[src/rtl/spi_seq_pkg.sv]
// Shared state encoding and frame geometry for the SPI frame sequencer.
package spi_seq_pkg;
    typedef enum logic [2:0] {IDLE, SETUP, SHIFT, GAP, HOLD, DONE} seq_state_t;

    localparam int FRAME_W   = 40;
    localparam int BYTE_W    = 8;
    localparam int NUM_BYTES = 5;
endpackage

[src/rtl/spi_sclk_gen.sv]
// SPI mode-0 clock generator: sclk idles low, toggles every CLK_DIV cycles while enabled,
// and flags the clk edge on which sclk rises or falls.
module spi_sclk_gen #(
    parameter int unsigned CLK_DIV = 4
) (
    input  logic clk,
    input  logic rst,
    input  logic en,
    output logic sclk,
    output logic rise,
    output logic fall
);
    localparam int unsigned CW = $clog2(CLK_DIV);

    logic [CW-1:0] cnt;
    logic          half_end;

    assign half_end = en && (cnt == CW'(CLK_DIV - 1));
    assign rise     = half_end && !sclk;
    assign fall     = half_end && sclk;

    // Dropping en restarts the next bit with a full low phase.
    always_ff @(posedge clk) begin
        if (rst || !en) begin
            cnt  <= '0;
            sclk <= 1'b0;
        end else if (half_end) begin
            cnt  <= '0;
            sclk <= ~sclk;
        end else begin
            cnt <= cnt + 1'b1;
        end
    end
endmodule

[src/rtl/spi_frame_sequencer.sv]
// SPI master that reads one 40-bit frame per request (start pulse or poll timer)
// and publishes it on frame_o with a one-cycle frame_valid strobe.
module spi_frame_sequencer
    import spi_seq_pkg::*;
#(
    parameter int unsigned CLK_DIV     = 4,
    parameter int unsigned SS_SETUP    = 15,
    parameter int unsigned BYTE_GAP    = 10,
    parameter int unsigned SS_HOLD     = 15,
    parameter int unsigned POLL_PERIOD = 10000
) (
    input  logic               clk,
    input  logic               rst,
    input  logic               en,
    input  logic               start,
    input  logic [BYTE_W-1:0]  cmd_byte,
    input  logic               miso,
    output logic               ss_n,
    output logic               sclk,
    output logic               mosi,
    output logic               busy,
    output logic               frame_valid,
    output logic [FRAME_W-1:0] frame_o
);
    localparam int unsigned LAST_BIT = BYTE_W * NUM_BYTES - 1;

    seq_state_t         state;
    logic [5:0]         bit_cnt;
    logic [31:0]        wait_cnt;
    logic [31:0]        poll_cnt;
    logic               pending;
    logic               poll_wrap;
    logic [FRAME_W-1:0] tx_sr;
    logic [FRAME_W-1:0] rx_sr;
    logic               sclk_rise;
    logic               sclk_fall;

    spi_sclk_gen #(.CLK_DIV(CLK_DIV)) u_sclk_gen (
        .clk  (clk),
        .rst  (rst),
        .en   (state == SHIFT),
        .sclk (sclk),
        .rise (sclk_rise),
        .fall (sclk_fall)
    );

    assign mosi      = tx_sr[FRAME_W-1];
    assign poll_wrap = en && (poll_cnt == POLL_PERIOD - 1);

    always_ff @(posedge clk) begin
        if (rst || !en || poll_wrap) begin
            poll_cnt <= '0;
        end else begin
            poll_cnt <= poll_cnt + 32'd1;
        end
    end

    always_ff @(posedge clk) begin
        if (state == SHIFT && sclk_rise) begin
            rx_sr <= {rx_sr[FRAME_W-2:0], miso};
        end
    end

    always_ff @(posedge clk) begin
        if (rst) begin
            state       <= IDLE;
            ss_n        <= 1'b1;
            busy        <= 1'b0;
            frame_valid <= 1'b0;
            frame_o     <= '0;
            pending     <= 1'b0;
            tx_sr       <= '0;
            bit_cnt     <= '0;
            wait_cnt    <= '0;
        end else begin
            frame_valid <= 1'b0;
            // Any request is parked here; IDLE below overrides it when it starts a frame.
            if (start || poll_wrap) begin
                pending <= 1'b1;
            end
            case (state)
                IDLE: begin
                    if (start || pending) begin
                        pending  <= 1'b0;
                        tx_sr    <= {cmd_byte, {(FRAME_W - BYTE_W){1'b0}}};
                        ss_n     <= 1'b0;
                        busy     <= 1'b1;
                        bit_cnt  <= '0;
                        wait_cnt <= '0;
                        state    <= SETUP;
                    end
                end
                SETUP: begin
                    if (wait_cnt == SS_SETUP - 1) begin
                        wait_cnt <= '0;
                        state    <= SHIFT;
                    end else begin
                        wait_cnt <= wait_cnt + 32'd1;
                    end
                end
                SHIFT: begin
                    if (sclk_fall) begin
                        tx_sr <= tx_sr << 1;
                        if (bit_cnt == 6'(LAST_BIT)) begin
                            state <= HOLD;
                        end else begin
                            bit_cnt <= bit_cnt + 6'd1;
                            if (bit_cnt[2:0] == 3'(BYTE_W - 1)) begin
                                state <= GAP;
                            end
                        end
                    end
                end
                GAP: begin
                    if (wait_cnt == BYTE_GAP - 1) begin
                        wait_cnt <= '0;
                        state    <= SHIFT;
                    end else begin
                        wait_cnt <= wait_cnt + 32'd1;
                    end
                end
                HOLD: begin
                    if (wait_cnt == SS_HOLD - 1) begin
                        wait_cnt    <= '0;
                        ss_n        <= 1'b1;
                        frame_o     <= rx_sr;
                        frame_valid <= 1'b1;
                        state       <= DONE;
                    end else begin
                        wait_cnt <= wait_cnt + 32'd1;
                    end
                end
                DONE: begin
                    busy  <= 1'b0;
                    state <= IDLE;
                end
                default: state <= IDLE;
            endcase
        end
    end
endmodule

[config.mk]
export PLATFORM = sky130hd
export DESIGN_NAME = spi_frame_sequencer
export DESIGN_NICKNAME = d
export VERILOG_FILES = /design/src/rtl/spi_seq_pkg.sv /design/src/rtl/spi_sclk_gen.sv /design/src/rtl/spi_frame_sequencer.sv
export SDC_FILE = /design/constraint.sdc
export NUM_CORES = 1
export LEC_CHECK = 0
export CORE_AREA = 8 8 140 142
export DETAILED_ROUTE_END_ITERATION = 16
export DIE_AREA = 0 0 148 150
export SLEW_MARGIN = 25
export SYNTH_ARGS = -nofsm -noshare
export SYNTH_HDL_FRONTEND = slang
export SYNTH_SLANG_ARGS = --single-unit
[constraint.sdc]
create_clock -name clk -period 6.2 [get_ports clk]
set_input_delay 1.24 -clock clk [delete_from_list [all_inputs] [get_ports clk]]
set_output_delay 1.24 -clock clk [all_outputs]
set_load 0.05 [all_outputs]
==> metrics.txt <==
# TYPE chip_impl_metric gauge
chip_impl_info{name="outcome",value="finished, final reports clean"} 1
chip_impl_metric{name="place_hpwl",unit="um"} 9480
chip_impl_metric{name="grt_max_degree",unit=""} 72
chip_impl_metric{name="cts_max_path_buffers",unit=""} 2
chip_impl_metric{name="drt_wl_total",unit="um"} 14100
chip_impl_metric{name="grt_usage",unit="%"} 13.1
chip_impl_metric{name="post-route-drc-count",unit=""} 0
chip_impl_info{name="setup.worst_path.end_class",value="primary output"} 1
chip_impl_metric{name="switching_share",unit="%"} 29.5
chip_impl_metric{name="drt_iter0_drc",unit=""} 293
chip_impl_metric{name="timing_hold_violations_final",unit=""} 0
chip_impl_metric{name="cts_made_buffers",unit=""} 17
chip_impl_info{name="cts_tree",value="built"} 1
chip_impl_metric{name="ir_worst_vdd",unit="mV"} 0.199
chip_impl_metric{name="critPathBufInv",unit=""} 1
chip_impl_metric{name="cts-resized-gates",unit=""} 0
chip_impl_metric{name="post_synth_instance_area",unit="um^2"} 6820
chip_impl_metric{name="ant_nets",unit=""} 0
chip_impl_info{name="synth_ff_type",value="sky130_fd_sc_hd__dfxtp_1"} 1
chip_impl_info{name="rsz0062_at_grt",value="false"} 1
chip_impl_metric{name="area_delta_synth_final",unit="%"} 19.9
chip_impl_metric{name="synth_enable_flop_cells",unit=""} 40
chip_impl_metric{name="coreArea",unit="um^2"} 17500
chip_impl_metric{name="tightestPinTransition",unit="ps"} 784
chip_impl_info{name="layout_common_cells",value="128 x sky130_fd_sc_hd__nand2_1, 128 x sky130_fd_sc_hd__dfxtp_1, 87 x sky130_fd_sc_hd__nor2_1"} 1
chip_impl_metric{name="worst-path-stages",unit=""} 1
chip_impl_metric{name="count_of_hold_buffers_inserted_by_post_cts_repair",unit=""} 0
chip_impl_metric{name="cts_setup_buffers",unit=""} 0
chip_impl_info{name="cts_root_buf",value="sky130_fd_sc_hd__clkbuf_16"} 1
chip_impl_metric{name="postSynthNetCount",unit=""} 748
chip_impl_metric{name="rr_worst_depth",unit=""} 4
chip_impl_metric{name="latest_clock_arrival_within_the_worst_skew_pair",unit="ps"} 430
chip_impl_metric{name="worst_path_largest_cell_delay",unit="ps"} 870
chip_impl_metric{name="drive_gt1_share",unit="%"} 6.85
chip_impl_metric{name="timing.final.max_slew_violations",unit=""} 0
chip_impl_metric{name="placement.cell_area",unit="um^2"} 7570
chip_impl_metric{name="post_drt_wl_per_cell",unit="um"} 13.8
chip_impl_metric{name="finish.net_count",unit=""} 795
chip_impl_info{name="critical_path.cell_chain",value="clkdlybuf4s50_1"} 1
chip_impl_metric{name="clk_pin_slew_worst_paths",unit="ps"} 70
chip_impl_metric{name="power_per_cell_area",unit="nW/um^2"} 312
chip_impl_metric{name="ys_types",unit=""} 55
chip_impl_info{name="worst-setup-path-type",value="flop to primary output"} 1
chip_impl_metric{name="async_reset_ff_share",unit="%"} 0
chip_impl_metric{name="setup_viol",unit=""} 0
chip_impl_metric{name="min_period_over_period",unit="%"} 47.3
chip_impl_metric{name="cp_data_required_time",unit="ps"} 4960
chip_impl_metric{name="grt_antenna_before_repair",unit=""} 0
chip_impl_metric{name="worst_hold_path_depth",unit=""} 1
chip_impl_metric{name="grt_pass1_wl",unit="um"} 23900
chip_impl_metric{name="fin_tns_setup",unit="ps"} 0
chip_impl_metric{name="p_switching",unit="uW"} 754
chip_impl_metric{name="max_slew_margin",unit="%"} 47.5
chip_impl_metric{name="dr_total_vias",unit=""} 5181
chip_impl_metric{name="dieHeight",unit="um"} 150
chip_impl_metric{name="min_period",unit="ps"} 2930
chip_impl_info{name="timing.critical_path.from_type",value="flop"} 1
chip_impl_metric{name="path_max_fanout",unit=""} 4
chip_impl_metric{name="die-area",unit="um^2"} 22200
chip_impl_metric{name="intPower",unit="mW"} 1.80
chip_impl_metric{name="fmax",unit="GHz"} 0.341
chip_impl_metric{name="start_util",unit="%"} 38.9
chip_impl_metric{name="ios",unit=""} 58
chip_impl_metric{name="clock-skew-final",unit="ps"} 14.0
chip_impl_metric{name="number_of_levels_the_h_tree_was_split_into",unit=""} 4
chip_impl_metric{name="grt.overflow.total",unit=""} 0
chip_impl_metric{name="yosysWarnings",unit=""} 0
chip_impl_metric{name="synth-seq-cells",unit=""} 168
chip_impl_metric{name="power_frac_seq",unit="%"} 46.4
chip_impl_info{name="critPathTopFamily",value="buffers and inverters"} 1
chip_impl_metric{name="drt-pass1-iter-count",unit=""} 4
chip_impl_metric{name="numPortBuffers",unit=""} 57
chip_impl_metric{name="dieWidth",unit="um"} 148
chip_impl_metric{name="grt_pass1_vias",unit=""} 5073
chip_impl_metric{name="cts.sink_count",unit=""} 168
chip_impl_metric{name="gpl.final_weighted_congestion",unit=""} 0.808
chip_impl_metric{name="syn-instance-count",unit=""} 728
chip_impl_metric{name="power.share.clock",unit="%"} 41.1
chip_impl_metric{name="detail_route.vias_per_cell",unit=""} 5.09
chip_impl_metric{name="antenna_diode_count",unit=""} 0
chip_impl_metric{name="worst_ep_arrival_time",unit="ps"} 1690
chip_impl_metric{name="num_rows",unit=""} 49
chip_impl_metric{name="sequential_fraction_of_the_synthesis_area",unit="%"} 55.2
chip_impl_metric{name="pwr-share-comb",unit="%"} 12.5
chip_impl_info{name="critical_path.slowest_cell",value="sky130_fd_sc_hd__clkdlybuf4s50_1"} 1
chip_impl_info{name="min-delay-path-class",value="flop to flop"} 1
chip_impl_metric{name="cellLeakagePower",unit="nW"} 2.81
chip_impl_metric{name="final_cell_area",unit="um^2"} 8180
chip_impl_metric{name="synth.avg_cell_area",unit="um^2"} 9.36
chip_impl_metric{name="totalPowerFinal",unit="mW"} 2.55
chip_impl_metric{name="fin_util",unit="%"} 46.6
chip_impl_metric{name="timing.max_cap.violations",unit=""} 0
## synthesized netlist by cell type (4+ instances only)
cell | n | area, um^2
sky130_fd_sc_hd__a221o_1 | 4 | 40.0
sky130_fd_sc_hd__inv_1 | 12 | 45.0
sky130_fd_sc_hd__nand2_1 | 128 | 480
sky130_fd_sc_hd__clkbuf_1 | 24 | 90.1
sky130_fd_sc_hd__a21oi_1 | 57 | 285
sky130_fd_sc_hd__nor2_1 | 87 | 327
sky130_fd_sc_hd__xor2_1 | 30 | 263
sky130_fd_sc_hd__buf_2 | 8 | 40.0
sky130_fd_sc_hd__edfxtp_1 | 40 | 1200
sky130_fd_sc_hd__a31oi_1 | 6 | 37.5
sky130_fd_sc_hd__or3_1 | 6 | 37.5
sky130_fd_sc_hd__o21ai_0 | 10 | 50.1
sky130_fd_sc_hd__xnor2_1 | 18 | 158
sky130_fd_sc_hd__ha_1 | 7 | 87.6
sky130_fd_sc_hd__and3_1 | 20 | 125
sky130_fd_sc_hd__nand2b_1 | 5 | 31.3
sky130_fd_sc_hd__nor4_1 | 17 | 106
sky130_fd_sc_hd__nor3_1 | 8 | 40.0
sky130_fd_sc_hd__nand3_1 | 37 | 185
sky130_fd_sc_hd__and2_1 | 7 | 43.8
sky130_fd_sc_hd__nand4_1 | 14 | 87.6
sky130_fd_sc_hd__a311oi_1 | 8 | 70.1
sky130_fd_sc_hd__and4_1 | 5 | 43.8
sky130_fd_sc_hd__dfxtp_1 | 128 | 2560
## kinds of logic after synthesis
kind of cell	after synthesis	synth area share (%)
AO/OA/AOI/OAI	107	9.77
XOR/XNOR	48	6.17
adder cells (fa/ha/maj)	7	1.28
buffers and inverters	47	3.07
flip-flops	168	55.2
AND/OR/NAND/NOR	351	24.5
## registers in the layout, summed over array words and instances, names as in the netlist
register,count
busy,1
frame_o,40
poll_cnt,32
pending,1
bit_cnt,6
frame_valid,1
state,3
rx_sr,40
ss_n,1
u_sclk_gen.cnt,2
wait_cnt,32
tx_sr,8
u_sclk_gen.sclk,1
## metrics by stage
| stage | setup WS, ps | hold slack [ps] | cells |
|---|---|---|---|
| 4_1_cts | 3210 | 441 | 1017 |
| 6_report | 3270 | 439 | 1017 |
| 3_3_place_gp | 2810 | 416 | 984 |
| 3_5_place_dp | 2920 | 431 | 985 |
| 2_1_floorplan | 1730 | 408 | 728 |
| 5_1_grt | 3170 | 461 | 1017 |
## metal layers
metal | global-route usage (%) | vias up | routed length [um]
met3 | 3.69 | 16 | 522
met5 | 0 | - | 0
met1 | 16.2 | 2457 | 6570
met4 | 4.39 | 0 | 180
li1 | - | 2635 | -
met2 | 21.7 | 73 | 6800
## area by class of cell
type	instances	area, um^2
clock inverter	15	178
sequential	168	3760
multi-input combinational	513	2860
fill	1671	9360
clock buffer	17	425
inverter	12	45.0
tap	229	287
timing repair buffer	63	618
## final timing paths
check                               startpoint                      endpoint  slack [ps]
setup / recovery  u_sclk_gen.sclk$_SDFFE_PP0N_                          sclk        3270
hold / removal    u_sclk_gen.cnt[0]$_SDFF_PP0_  u_sclk_gen.cnt[0]$_SDFF_PP0_         440
hold reg to reg   u_sclk_gen.cnt[0]$_SDFF_PP0_  u_sclk_gen.cnt[0]$_SDFF_PP0_         440
setup reg to reg         state[2]$_SDFFE_PP0P_           rx_sr[33]$_DFFE_PP_        3460
## power by group through the flow
stage	clock network (mW)	registers (mW)	logic, mW
floorplan	0	1.21	0.257
global placement	0	1.21	0.313
detailed placement	0	1.21	0.321
CTS	1.08	1.19	0.322
global route	1.12	1.19	0.363
finish	1.05	1.19	0.318
No activity file was read; power rests on OpenSTA's default activity.
